### src/rtl/runtime_cfg_ctrl.sv
// Runtime ISA extension-enable controller: validates change requests, drains the pipeline, applies them.
// Optional flush timeout is built in when RUNTIME_CFG_TIMEOUT_EN is defined.

package config_pkg;

   typedef struct packed {
      logic RVA;
      logic RVB;
      logic RVC;
      logic RVF;
      logic RVD;
      logic RVV;
      logic RVH;
      logic ZKN;
      logic CvxifEn;
   } cva6_cfg_t;

   localparam cva6_cfg_t cva6_cfg_empty = '{default: 1'b0};

endpackage

module runtime_cfg_ctrl #(
   parameter config_pkg::cva6_cfg_t CVA6Cfg        = config_pkg::cva6_cfg_empty,
   parameter int unsigned           NrExt          = 10,
   parameter logic [NrExt-1:0]      CustomCapMask  = '0,
   parameter int unsigned           QuiesceTimeout = 64
) (
   input  logic             clk_i,
   input  logic             rst_ni,
   input  logic             req_valid_i,
   output logic             req_ready_o,
   input  logic [NrExt-1:0] req_ext_i,
   output logic             flush_o,
   input  logic             idle_i,
   output logic             rsp_valid_o,
   input  logic             rsp_ready_i,
   output logic [1:0]       rsp_err_o,
   output logic [NrExt-1:0] ext_en_o,
   output logic             fp_present_o,
   output logic [6:0]       flen_o,
   output logic [2:0]       nr_wb_ports_o,
   output logic [7:0]       cfg_gen_o
);

   // Bits 0..7 come from the core configuration; the mask supplies custom bits above.
   function automatic logic [NrExt-1:0] build_cap();
      logic [NrExt-1:0] c;
      c    = CustomCapMask;
      c[0] = CVA6Cfg.RVA;
      c[1] = CVA6Cfg.RVB;
      c[2] = CVA6Cfg.RVC;
      c[3] = CVA6Cfg.RVF;
      c[4] = CVA6Cfg.RVD;
      c[5] = CVA6Cfg.RVV;
      c[6] = CVA6Cfg.RVH;
      c[7] = CVA6Cfg.ZKN;
      return c;
   endfunction

   function automatic logic [6:0] calc_flen(input logic d_en, input logic f_en);
      logic [6:0] f;
      if (d_en) begin
         f = 7'd64;
      end else if (f_en) begin
         f = 7'd32;
      end else begin
         f = 7'd0;
      end
      return f;
   endfunction

   function automatic logic calc_fp(input logic d_en, input logic f_en);
      return d_en | f_en;
   endfunction

   function automatic logic [2:0] calc_nr_wb(input logic v_en);
      return (v_en || CVA6Cfg.CvxifEn) ? 3'd5 : 3'd4;
   endfunction

   localparam logic [NrExt-1:0] Cap = build_cap();

   typedef enum logic [1:0] {
      IDLE  = 2'd0,
      FLUSH = 2'd1,
      APPLY = 2'd2,
      RESP  = 2'd3
   } state_t;

   state_t           state_r;
   state_t           state_s;
   logic             ready_r;
   logic             flush_r;
   logic             rsp_valid_r;
   logic [1:0]       err_r;
   logic [1:0]       err_s;
   logic [NrExt-1:0] req_r;
   logic [NrExt-1:0] ext_r;
   logic             fp_r;
   logic [6:0]       flen_r;
   logic [2:0]       nr_wb_r;
   logic [7:0]       gen_r;
   logic             illegal_s;
   logic             same_s;
   logic             timeout_s;

   assign illegal_s = (|(req_ext_i & ~Cap)) || (req_ext_i[4] && !req_ext_i[3]);
   assign same_s    = (req_ext_i == ext_r);

`ifdef RUNTIME_CFG_TIMEOUT_EN
   localparam int unsigned CntW = (QuiesceTimeout > 1) ? $clog2(QuiesceTimeout + 1) : 1;

   logic [CntW-1:0] cnt_r;

   // Counts cycles spent in FLUSH; cleared whenever the FSM is elsewhere.
   always_ff @(posedge clk_i or negedge rst_ni) begin
      if (!rst_ni) begin
         cnt_r <= '0;
      end else if (state_r != FLUSH) begin
         cnt_r <= '0;
      end else begin
         cnt_r <= cnt_r + CntW'(1'b1);
      end
   end

   assign timeout_s = (state_r == FLUSH) && (cnt_r == CntW'(QuiesceTimeout - 32'd1));
`else
   assign timeout_s = 1'b0;
`endif

   // Next-state and response code selection.
   always_comb begin
      state_s = state_r;
      err_s   = err_r;
      case (state_r)
         IDLE: begin
            if (req_valid_i) begin
               if (illegal_s) begin
                  state_s = RESP;
                  err_s   = 2'd1;
               end else if (same_s) begin
                  state_s = RESP;
                  err_s   = 2'd0;
               end else begin
                  state_s = FLUSH;
                  err_s   = 2'd0;
               end
            end else begin
               state_s = IDLE;
            end
         end
         FLUSH: begin
            // A drained pipeline wins over a timeout hitting in the same cycle.
            if (idle_i) begin
               state_s = APPLY;
            end else if (timeout_s) begin
               state_s = RESP;
               err_s   = 2'd2;
            end else begin
               state_s = FLUSH;
            end
         end
         APPLY: begin
            state_s = RESP;
            err_s   = 2'd0;
         end
         RESP: begin
            if (rsp_ready_i) begin
               state_s = IDLE;
               err_s   = 2'd0;
            end else begin
               state_s = RESP;
            end
         end
         default: begin
            state_s = IDLE;
            err_s   = 2'd0;
         end
      endcase
   end

   // State register and handshake outputs, all registered from the next state.
   always_ff @(posedge clk_i or negedge rst_ni) begin
      if (!rst_ni) begin
         state_r     <= IDLE;
         ready_r     <= 1'b1;
         flush_r     <= 1'b0;
         rsp_valid_r <= 1'b0;
         err_r       <= 2'd0;
      end else begin
         state_r     <= state_s;
         ready_r     <= (state_s == IDLE);
         flush_r     <= (state_s == FLUSH);
         rsp_valid_r <= (state_s == RESP);
         err_r       <= err_s;
      end
   end

   // Captured request and the active configuration with its derived views.
   always_ff @(posedge clk_i or negedge rst_ni) begin
      if (!rst_ni) begin
         req_r   <= Cap;
         ext_r   <= Cap;
         fp_r    <= calc_fp(Cap[4], Cap[3]);
         flen_r  <= calc_flen(Cap[4], Cap[3]);
         nr_wb_r <= calc_nr_wb(Cap[5]);
         gen_r   <= 8'd0;
      end else begin
         if ((state_r == IDLE) && req_valid_i) begin
            req_r <= req_ext_i;
         end
         if (state_r == APPLY) begin
            ext_r   <= req_r;
            fp_r    <= calc_fp(req_r[4], req_r[3]);
            flen_r  <= calc_flen(req_r[4], req_r[3]);
            nr_wb_r <= calc_nr_wb(req_r[5]);
            gen_r   <= gen_r + 8'd1;
         end
      end
   end

   assign req_ready_o   = ready_r;
   assign flush_o       = flush_r;
   assign rsp_valid_o   = rsp_valid_r;
   assign rsp_err_o     = err_r;
   assign ext_en_o      = ext_r;
   assign fp_present_o  = fp_r;
   assign flen_o        = flen_r;
   assign nr_wb_ports_o = nr_wb_r;
   assign cfg_gen_o     = gen_r;

endmodule

### config.mk
export PLATFORM = sky130hd
export DESIGN_NAME = runtime_cfg_ctrl
export DESIGN_NICKNAME = d
export VERILOG_FILES = /design/src/rtl/runtime_cfg_ctrl.sv
export SDC_FILE = /design/constraint.sdc
export NUM_CORES = 1
export LEC_CHECK = 0
export BUFFER_PORTS_ARGS = -buffer_cell sky130_fd_sc_hd__buf_2
export CORE_ASPECT_RATIO = 0.9
export CORE_MARGIN = 5
export CORE_UTILIZATION = 44
export DETAILED_ROUTE_END_ITERATION = 10
export GPL_TIMING_DRIVEN = 0
export PLACE_DENSITY_LB_ADDON = 0.12
export SKIP_LAST_GASP = 1
export SLEW_MARGIN = 20
export SYNTH_ARGS = -nofsm -noshare
export SYNTH_HDL_FRONTEND = slang
export SYNTH_SLANG_ARGS = --single-unit
export TNS_END_PERCENT = 5
### constraint.sdc
create_clock -name clk_i -period 2.83 [get_ports clk_i]
set_input_delay 0.283 -clock clk_i [delete_from_list [all_inputs] [get_ports clk_i]]
set_output_delay 0.283 -clock clk_i [all_outputs]
set_load 0.005 [all_outputs]
==> results.md, run 1 <==
* Status: completed
* Sink Count at 36
* Yosys cell types at 32
* Slowest stage cell, crit path: dfrtp_1
* Total number of vias at 1116
* Max-slew headroom at 0.473
* R2R Path Start: state_r[0]$_DFF_PN0_
* Routed WL per cell at 13.9 um
* Main area contributors after synthesis: dfrtp_1 53%, mux2_2 11%, xnor2_1 6.4%
* Max_cap viols at 0
* Post-Syn Area at 1640 sq um
* Area growth, synth to finish at 22.7%
* Min-Delay Path Class: primary input to asynchronous set/reset pin
* Final period util at 0.505
* R2r endpoint: req_r[8]$_DFFE_PN0P_
* Layout Skew at 0.00340 ns
* Pre-Repair DR Iteration Count at 4
* Chip height at 68.0 um
* Cells along the critical path: inv_2, and3_1, buf_6, mux2_1
* R2R cell count at 4
* Clk_lat worst skew at 0.28 ns
* Slew Viols, Final at 0
* Yosys warnings at 0
* Post-CTS setup buffer count at 0
* Total Power at 0.00207 W
* Unrepaired setup endpoints after global routing: false
* H-Tree Depth at 2
* Initial Util at 0.450
* Crit-path max FO at 10
* Gr usage total at 0.144
* Vias in the first global route at 1145
* Synth Instances at 129
* Drt initial violations at 31
* Final ANT Viol Nets at 0
* Largest net degree at the start of global routing at 37
* Main synth FF type: dfrtp_1
* Core area at 3650 sq um
* WL final at 3190 um
* CTS Hold Buffers Added at 0
* Antenna cells at 0
* Crit path buf inv count at 2
* Register area share after synthesis at 0.549
* Worst Setup Start Kind: flop
* Critical path class: flop to flop
* Yosys reg bits at 36
* Post-route DRC at 0
* Layout cells sized above 1 at 0.448
* Leak at 0.987 nW
* TritonCTS Buffers at 5
* CP Data Required Time at 2.99 ns
* Detail Placement HPWL at 2450 um
* Crit. End Element: flop
* GRT overflow at 0
* Max IR drop VDD at 493 uV
* # rows at 21
* Critical Path Max Stage Delay at 0.44 ns
* Final Critical Period at 1.43 ns
* Syn avg cell area at 12.7 sq um
* Setup TNS Final at 0 ns
* Area of the die at 5060 sq um
* Area share of the largest cell type after synthesis at 0.533
* CTS resizes at 0
* P per Cell Area at 1020 nW/um^2
* Worst Path Arrival at 1.59 ns
* CP delay by family, top: flip-flops
* Slew of the pin with the lowest slew margin at 0.791 ns
* Ports at 49
* Fmax at 0.700 GHz
* Final hold violations at 0
* Post-synth EDFFs at 0
* Reg2Reg Setup Slack at 1.40 ns
* Reg clk slew, reported paths at 0.07 ns
* Antenna violations before repair at 0
* CTS tree: done
* Max Root-Sink Buffers at 2
* Root Driver: clkbuf_8
* Die Span X at 74.4 um
* Buffers added on ports at 40
* Cell taking the most area after synthesis: dfrtp_1
* GPL Wtd Cong at 0.730
* Final net count at 198
* Final Setup Violations at 0
* Asr flop ratio synth at 1.00
* First-pass GRT wire length at 5360 um
* Via-per-instance ratio at 4.87
[synthesized netlist by cell type, drive strengths merged, types with 2 or more instances]
cell type / instances
inv: 4
nand4: 3
nor4: 3
and3: 2
xor2: 5
xnor2: 12
nand2: 4
o21ai: 3
conb: 2
nand3: 4
nor2: 4
mux2: 21
dfrtp: 35
o311a: 2
buf: 13
[report_power, final]
part / switching, W / leakage (nW) / internal (W) / total, W
combinational: 0.000311 / 0.498 / 0.000449 / 0.000760
clock: 0.000170 / 0.0510 / 0.000194 / 0.000364
sequential: 0.000187 / 0.437 / 0.000755 / 0.000942
[worst max-delay path by stage]
| stage | start | to | slack, ns | cells after the start |
|---|---|---|---|---|
| after floorplan | state_r[1]$_DFF_PN0_ | req_r[0]$_DFFE_PN0P_ | 1.54 | 4 |
| after global placement | req_ext_i[4] | rsp_valid_o$_DFF_PN0_ | 1.41 | 4 |
| after detailed placement | state_r[1]$_DFF_PN0_ | req_r[8]$_DFFE_PN0P_ | 1.41 | 4 |
| after CTS | state_r[0]$_DFF_PN0_ | req_r[8]$_DFFE_PN0P_ | 1.39 | 4 |
| after global routing | state_r[1]$_DFF_PN0_ | req_r[8]$_DFFE_PN0P_ | 1.32 | 4 |
| final | state_r[0]$_DFF_PN0_ | req_r[8]$_DFFE_PN0P_ | 1.40 | 4 |
[metal layers]
metal	GRT usage	wire (um)	vias up
met3	0.0558	269	5
met1	0.181	1380	535
met2	0.226	1490	38
met5	0	0	-
met4	0.0533	44	0
li1	-	-	538
[area by class of cell]
type | instances | area [sq um]
inverters | 4 | 15.0
repair buffers | 40 | 200
clock buffers | 6 | 82.6
plain buffers | 13 | 105
fillers | 327 | 1640
flip-flops and latches | 36 | 902
multi-input cells | 82 | 644
clock inverters | 2 | 10.0
well taps | 46 | 57.6
[sequential cells by signal (all words and copies together), names as in the netlist]
register	flops
flen_o	1
cfg_gen_o	8
ext_en_o	10
state_r	2
flush_o	1
rsp_err_o	1
req_ready_o	1
rsp_valid_o	1
req_r	10
fp_present_o	1
[logic make-up (layout without fill, tap and decap cells)]
group	Yosys count	after routing	synth area share
other	2	8	0.00457
multiplexers	21	21	0.144
buffers and inverters	17	65	0.0731
AND/OR/NAND/NOR	25	25	0.0890
adder cells (fa/ha/maj)	1	1	0.00761
AO/OA/AOI/OAI	10	10	0.0426
XOR/XNOR	17	17	0.0906
flip-flops	36	36	0.549
[worst reg2reg max path, delay by kind of cell (launching register included)]
family,cells,cell delay (ns)
multiplexers,1,0.34
AND/OR/NAND/NOR,1,0.23
buffers and inverters,2,0.29
flip-flops,1,0.44
[per-stage QoR]
step                hold slack [ns]   util  instance area, sq um  setup WS [ns]  cells
global route                  0.149  0.552                  2020           1.32    229
CTS                           0.106  0.552                  2020           1.39    229
finish                       0.0882  0.552                  2020           1.40    229
global placement              0.401  0.527                  1920           1.41    221
floorplan                   -0.0126      -                  1670           1.54    135
detailed placement            0.412  0.527                  1920           1.41    221
[cell usage in the layout, fill, tap and decap left out, drive strengths merged, types with 2 or more instances in the layout]
master | Yosys | routed
and3 | 2 | 2
xnor2 | 12 | 12
dfrtp | 35 | 35
o21ai | 3 | 3
nand4 | 3 | 3
nor2 | 4 | 4
o311a | 2 | 2
clkinv | 0 | 2
nand3 | 4 | 4
inv | 4 | 4
xor2 | 5 | 5
nor4 | 3 | 3
clkbuf | 0 | 6
mux2 | 21 | 21
conb | 2 | 8
nand2 | 4 | 4
buf | 13 | 53
Note: power is estimated with default switching activity, not from simulation.
==> inputs of run 2 (changes only) <==
Settings changed: ABC_AREA set to 1.
Clock period 2.83 ns to 1.45 ns, I/O delays scaled along.
==> results.md, run 2 <==
* Count leader, synth: nand2_1
* Yosys warnings at 0 (unchanged)
* Post-route DRC at 0 (unchanged)
* Asr flop ratio synth at 1.00 (unchanged)
* Area of the die at 5180 sq um (+2.4%)
* Buffers added on ports at 40 (unchanged)
* Crit. End Element: flop
* WL final at 3480 um (+9.2%)
* Antenna cells at 0 (unchanged)
* Leak at 1.18 nW (+20%)
* Slew of the pin with the lowest slew margin at 0.796 ns (+0.00545 ns)
* Post-Syn Area at 1690 sq um (+2.7%)
* Root Driver: clkbuf_8
* Max-slew headroom at 0.469 (-0.00363)
* Slew Viols, Final at 0 (unchanged)
* Critical path class: flop to flop
* Unrepaired setup endpoints after global routing: true
* Area growth, synth to finish at 22.7% (about the same)
* Min-Delay Path Class: primary input to flop
* Yosys cell types at 25 (-22%)
* Sink Count at 36 (unchanged)
* Final period util at 0.950 (+0.445)
* Total number of vias at 1323 (+19%)
* GPL Wtd Cong at 0.740 (+1.3%)
* Main area contributors after synthesis: dfrtp_1 52%, nand2_1 14%, buf_4 4.9%
* Inst Count DP at 284 (+29%)
* Fin cells at 293 (+28%)
* Gr usage total at 0.159 (+0.0145)
* CTS tree: done
* Synth cell count leaders: 65 x nand2_1, 35 x dfrtp_1, 21 x inv_1
* Worst Path Arrival at 1.57 ns (-0.02 ns)
* DP Area at 1970 sq um (+2.3%)
* H-Tree Depth at 2 (unchanged)
* TritonCTS Buffers at 5 (unchanged)
* Max Root-Sink Buffers at 2 (unchanged)
* Status: completed
* Chip height at 68.8 um (+1.2%)
* Initial Util at 0.456 (+0.00577)
* Pre-Repair DR Iteration Count at 4 (unchanged)
* Worst Setup Start Kind: flop
* Ports at 49 (unchanged)
* Register area share after synthesis at 0.534 (-0.0146)
* Routed WL per cell at 11.9 um (-15%)
* Fmax at 0.726 GHz (+3.7%)
* Final Setup Violations at 0 (unchanged)
* Max IR drop VDD at 906 uV (+84%)
* Syn avg cell area at 8.80 sq um (-31%)
* Detail Placement HPWL at 2490 um (+1.9%)
* Max_cap viols at 0 (unchanged)
* Layout cells sized above 1 at 0.283 (-0.165)
* Main synth FF type: dfrtp_1
* Post-synth EDFFs at 0 (unchanged)
* P per Cell Area at 1850 nW/um^2 (+81%)
* Core area at 3700 sq um (+1.4%)
* CP Data Required Time at 1.64 ns (-1.35 ns)
* Clk_lat worst skew at 0.30 ns (+0.02 ns)
* Final net count at 262 (+32%)
* Cell taking the most area after synthesis: dfrtp_1
* Util after Layout at 0.560 (+0.00736)
* Vias in the first global route at 1325 (+16%)
* Drt initial violations at 73 (+140%)
* Final hold violations at 0 (unchanged)
* Crit-path max FO at 9 (-1)
* First-pass GRT wire length at 5950 um (+11%)
* GRT overflow at 0 (unchanged)
* Synth Instances at 192 (+49%)
* # rows at 21 (unchanged)
* Via-per-instance ratio at 4.52 (-7.3%)
* Layout Skew at 0.0111 ns (+0.00771 ns)
* Layout Cell Area excl Fill at 2070 sq um (+2.8%)
* Most common cell after layout, fill and taps aside: nand2_1
* Antenna violations before repair at 0 (unchanged)
* Area share of the largest cell type after synthesis at 0.519 (-0.0142)
* Reg clk slew, reported paths at 0.08 ns (about the same)
* Final ANT Viol Nets at 0 (unchanged)
* Final Critical Period at 1.38 ns (-0.0509 ns)
* Yosys reg bits at 36 (unchanged)
* Largest net degree at the start of global routing at 37 (unchanged)
* Die Span X at 75.3 um (+1.2%)
* Most frequent cells in the layout: 65 x nand2_1, 40 x buf_2, 35 x dfrtp_1
run 2: repair_timing:
item	4_1_cts	5_1_grt
buffers inserted	0	0
resized for setup	0	2
hold buffers	1	0
endpoints found under the hold margin	35	0
endpoints found under the setup margin	0	13
run 2: logic make-up after synthesis:
logic type,count (synthesis),synth area share
AO/OA/AOI/OAI,18,0.0578
XOR/XNOR,13,0.0674
AND/OR/NAND/NOR,85,0.216
adder cells (fa/ha/maj),1,0.00741
flip-flops,36,0.534
multiplexers,1,0.00667
other,2,0.00445
buffers and inverters,36,0.107
run 2: layout make-up:
cell class	instances	area (sq um)
plain buffers	13	92.6
clock buffers	6	82.6
clock inverters	2	10.0
fillers	367	1630
inverters	23	88.8
multi-input cells	126	629
flip-flops and latches	36	902
well taps	46	57.6
repair buffers	41	210
run 2: power by group:
group / internal (W) / total [W] / leakage, nW / switching [W]
clock: 0.000379 / 0.000747 / 0.0510 / 0.000368
sequential: 0.00143 / 0.00175 / 0.454 / 0.000323
combinational: 0.000610 / 0.00135 / 0.675 / 0.000737
total: 0.00242 / 0.00384 / 1.18 / 0.00143
run 2: metrics by stage:
step	power, W	TNS [ns]	setup slack, ns	hold slack [ns]
6_report	0.00384	0	0.0722	0.124
3_5_place_dp	0.00314	0	0.0277	0.286
3_3_place_gp	0.00311	0	0.0196	0.285
4_1_cts	0.00390	0	0.0173	0.118
2_1_floorplan	0.00259	0	0.218	-0.151
5_1_grt	0.00422	-0.138	-0.0923	0.139
run 2: per-layer routing:
metal | part of all wire | up-vias | GRT usage | wire length, um
li1 | - | 675 | - | -
met1 | 0.46 | 603 | 0.195 | 1610
met2 | 0.45 | 40 | 0.259 | 1570
met3 | 0.071 | 5 | 0.0420 | 246
met4 | 0.016 | 0 | 0.0786 | 56
met5 | 0 | - | 0 | 0
run 2: worst paths after layout:
path                                                from                       end  slack, ns  depth (start not counted)
worst min register to register  cfg_gen_o[7]$_DFFE_PN0N_  cfg_gen_o[7]$_DFFE_PN0N_       0.47                          1
worst max-delay path                state_r[0]$_DFF_PN0_  cfg_gen_o[6]$_DFFE_PN0N_       0.07                          6
worst min-delay path                        req_ext_i[2]      req_r[2]$_DFFE_PN0P_       0.12                          2
min in group asynchronous                         rst_ni  cfg_gen_o[2]$_DFFE_PN0N_       0.47                          2
max in group asynchronous                         rst_ni   ext_en_o[9]$_DFFE_PN0N_       0.46                          2
worst max register to register      state_r[0]$_DFF_PN0_  cfg_gen_o[6]$_DFFE_PN0N_       0.07                          6
run 2: critical path, stage by stage, from the launching register on:
cell and delay (ns):
dfrtp_1 0.47, nor2_8 0.23, nand2_1 0.11, nor2_1 0.16
nand2_1 0.09, xor2_1 0.15, inv_1 0.05
==> inputs of run 3 (changes only) <==
Settings changed: CORE_ASPECT_RATIO 0.9 to 0.7.
==> results.md, run 3 (synthesis gave the netlist of run 2 again) <==
* Reg clk slew, reported paths at 0.07 ns (about the same)
* Sink Count at 36 (unchanged)
* Detail Placement HPWL at 2620 um (+5.0%)
* Worst Path Arrival at 1.62 ns (+0.05 ns)
* Crit-path max FO at 9 (unchanged)
* Slew of the pin with the lowest slew margin at 0.782 ns (-0.0139 ns)
* WHS Endpoint: req_r[2]$_DFFE_PN0P_
* R2R cell count at 6 (unchanged)
* Most common cell after layout, fill and taps aside: nand2_1
* R2R Path Start: state_r[0]$_DFF_PN0_
* Sw Share at 0.368 (-0.00376)
* Reg2Reg Setup Slack at 0.008 ns (-0.06 ns)
* Critical path class: flop to flop
* Fmax at 0.693 GHz (-4.5%)
* GPL Wtd Cong at 0.807 (+9.1%)
* # rows at 18 (-14%)
* Internal power at 0.00243 W (+0.38%)
* Worst Setup Start Kind: flop
* Post-CTS setup buffer count at 0 (unchanged)
* Final ANT Viol Nets at 0 (unchanged)
* Antenna cells at 0 (unchanged)
* Ports at 49 (unchanged)
* Vias in the first global route at 1254 (-5.4%)
* Setup TNS Final at 0 ns (unchanged)
* Reg power frac at 0.457 (+0.002)
* Core area at 3600 sq um (-2.7%)
* Final period util at 0.995 (+0.0444)
* Largest net degree at the start of global routing at 37 (unchanged)
* Clk_lat worst skew at 0.29 ns (about the same)
* Logic pwr share at 0.355 (+0.005)
* Leak at 1.17 nW (-0.46%)
* Final hold violations at 0 (unchanged)
* Gr usage total at 0.150 (-0.00839)
* Total number of vias at 1316 (-0.53%)
* Unrepaired setup endpoints after global routing: true
* Filler cells at 369 (+0.54%)
* Status: completed
* P per Cell Area at 1850 nW/um^2 (-0.33%)
* Buffers added on ports at 40 (unchanged)
* First-pass GRT wire length at 5940 um (-0.24%)
* Layout cells sized above 1 at 0.275 (-0.00810)
* Max Root-Sink Buffers at 2 (unchanged)
* Max IR drop VDD at 948 uV (+4.6%)
* Chip height at 61.8 um (-10%)
* Via-per-instance ratio at 4.43 (-1.9%)
* Pre-Repair DR Iteration Count at 4 (unchanged)
* Crit. End Element: flop
* Area of the die at 5200 sq um (+0.35%)
* Final net count at 262 (unchanged)
* Area growth, synth to finish at 22.9%
* Post-route DRC at 0 (unchanged)
* GRT overflow at 0 (unchanged)
* Max-slew headroom at 0.479 (+0.00928)
* CTS tree: done
* H-Tree Depth at 2 (unchanged)
* Worst hold start: req_ext_i[2]
* Max_cap viols at 0 (unchanged)
* Final Critical Period at 1.44 ns (+0.0644 ns)
* WL final at 3500 um (+0.66%)
* Slew Viols, Final at 0 (unchanged)
* Final Setup Violations at 0 (unchanged)
* Drt initial violations at 58 (-21%)
* Util after Layout at 0.576 (+0.0164)
* TritonCTS Buffers at 5 (unchanged)
* Hold depth at 2 (unchanged)
* P_sw at 0.00141 W (-1.2%)
* Root Driver: clkbuf_8
* Most frequent cells in the layout: 65 x nand2_1, 40 x buf_2, 35 x dfrtp_1
* Total Power at 0.00384 W (-0.21%)
* CP Data Required Time at 1.63 ns (about the same)
* Layout Skew at 0.00419 ns (-0.00692 ns)
* Min-Delay Path Class: primary input to flop
* Die Span X at 84.1 um (+12%)
* Initial Util at 0.469 (+0.0128)
* R2r endpoint: cfg_gen_o[6]$_DFFE_PN0N_
* Antenna violations before repair at 0 (unchanged)
* Routed WL per cell at 11.8 um (-0.69%)
* Clock Power Share at 0.188 (-0.006)
run 3: changes by cell type in the layout (fill, tap and decap cells not counted):
cell / delta
clkbuf_1: +2
clkinv_2: -2
run 3: worst max path at each step:
stage,slack [ns],from,cells past startpoint,to
after floorplan,0.22,state_r[0]$_DFF_PN0_,4,req_r[2]$_DFFE_PN0P_
after global placement,0.03,state_r[0]$_DFF_PN0_,3,ext_en_o[0]$_DFFE_PN0N_
after detailed placement,0.02,state_r[0]$_DFF_PN0_,6,cfg_gen_o[6]$_DFFE_PN0N_
after CTS,0.001,state_r[0]$_DFF_PN0_,6,cfg_gen_o[6]$_DFFE_PN0N_
after global routing,-0.09,state_r[0]$_DFF_PN0_,6,cfg_gen_o[6]$_DFFE_PN0N_
final,0.008,state_r[0]$_DFF_PN0_,6,cfg_gen_o[6]$_DFFE_PN0N_
run 3: power by group through the flow:
| stage | registers [W] | logic, W | clock network, W |
|---|---|---|---|
| CTS | 0.00176 | 0.00138 | 0.000731 |
| global placement | 0.00176 | 0.00135 | 0 |
| floorplan | 0.00175 | 0.000844 | 0 |
| finish | 0.00175 | 0.00136 | 0.000719 |
| detailed placement | 0.00176 | 0.00138 | 0 |
| global route | 0.00183 | 0.00159 | 0.000785 |
run 3: worst max-delay path, stage by stage, from the launching register on:
cell     delay (ns)
dfrtp_1        0.47
nor2_8         0.25
nand2_1        0.12
nor2_1         0.19
nand2_1        0.09
xor2_1         0.15
inv_1          0.06
run 3: through the flow:
stage               worst slack [ns]  cell area (sq um)  instances  hold slack, ns
finish                       0.00779               2080        297           0.136
global placement              0.0298               1970        288           0.277
floorplan                      0.218               1710        198          -0.151
CTS                          0.00133               2070        297           0.133
global route                 -0.0926               2080        297           0.153
detailed placement            0.0204               1970        288           0.280
run 3: layout make-up:
| cell class | count | area (sq um) | share of cell area |
|---|---|---|---|
| plain buffers | 13 | 92.6 | 0.0446 |
| well taps | 50 | 62.6 | 0.0301 |
| clock buffers | 8 | 90.1 | 0.0434 |
| flip-flops and latches | 36 | 902 | 0.435 |
| multi-input cells | 126 | 629 | 0.303 |
| repair buffers | 41 | 210 | 0.101 |
| inverters | 23 | 88.8 | 0.0428 |
run 3: timing repair:
item / CTS / global route
setup endpoints to repair: 0 / 12
hold buffers: 1 / 0
gates resized for setup: 0 / 2
endpoints found under the hold margin: 35 / 0
run 3: layer usage:
layer / wire [um] / track usage / vias to the layer above
li1: - / - / 676
met1: 1800 / 0.209 / 602
met2: 1450 / 0.224 / 31
met3: 199 / 0.0435 / 7
met4: 52 / 0.0619 / 0
met5: 0 / 0 / -
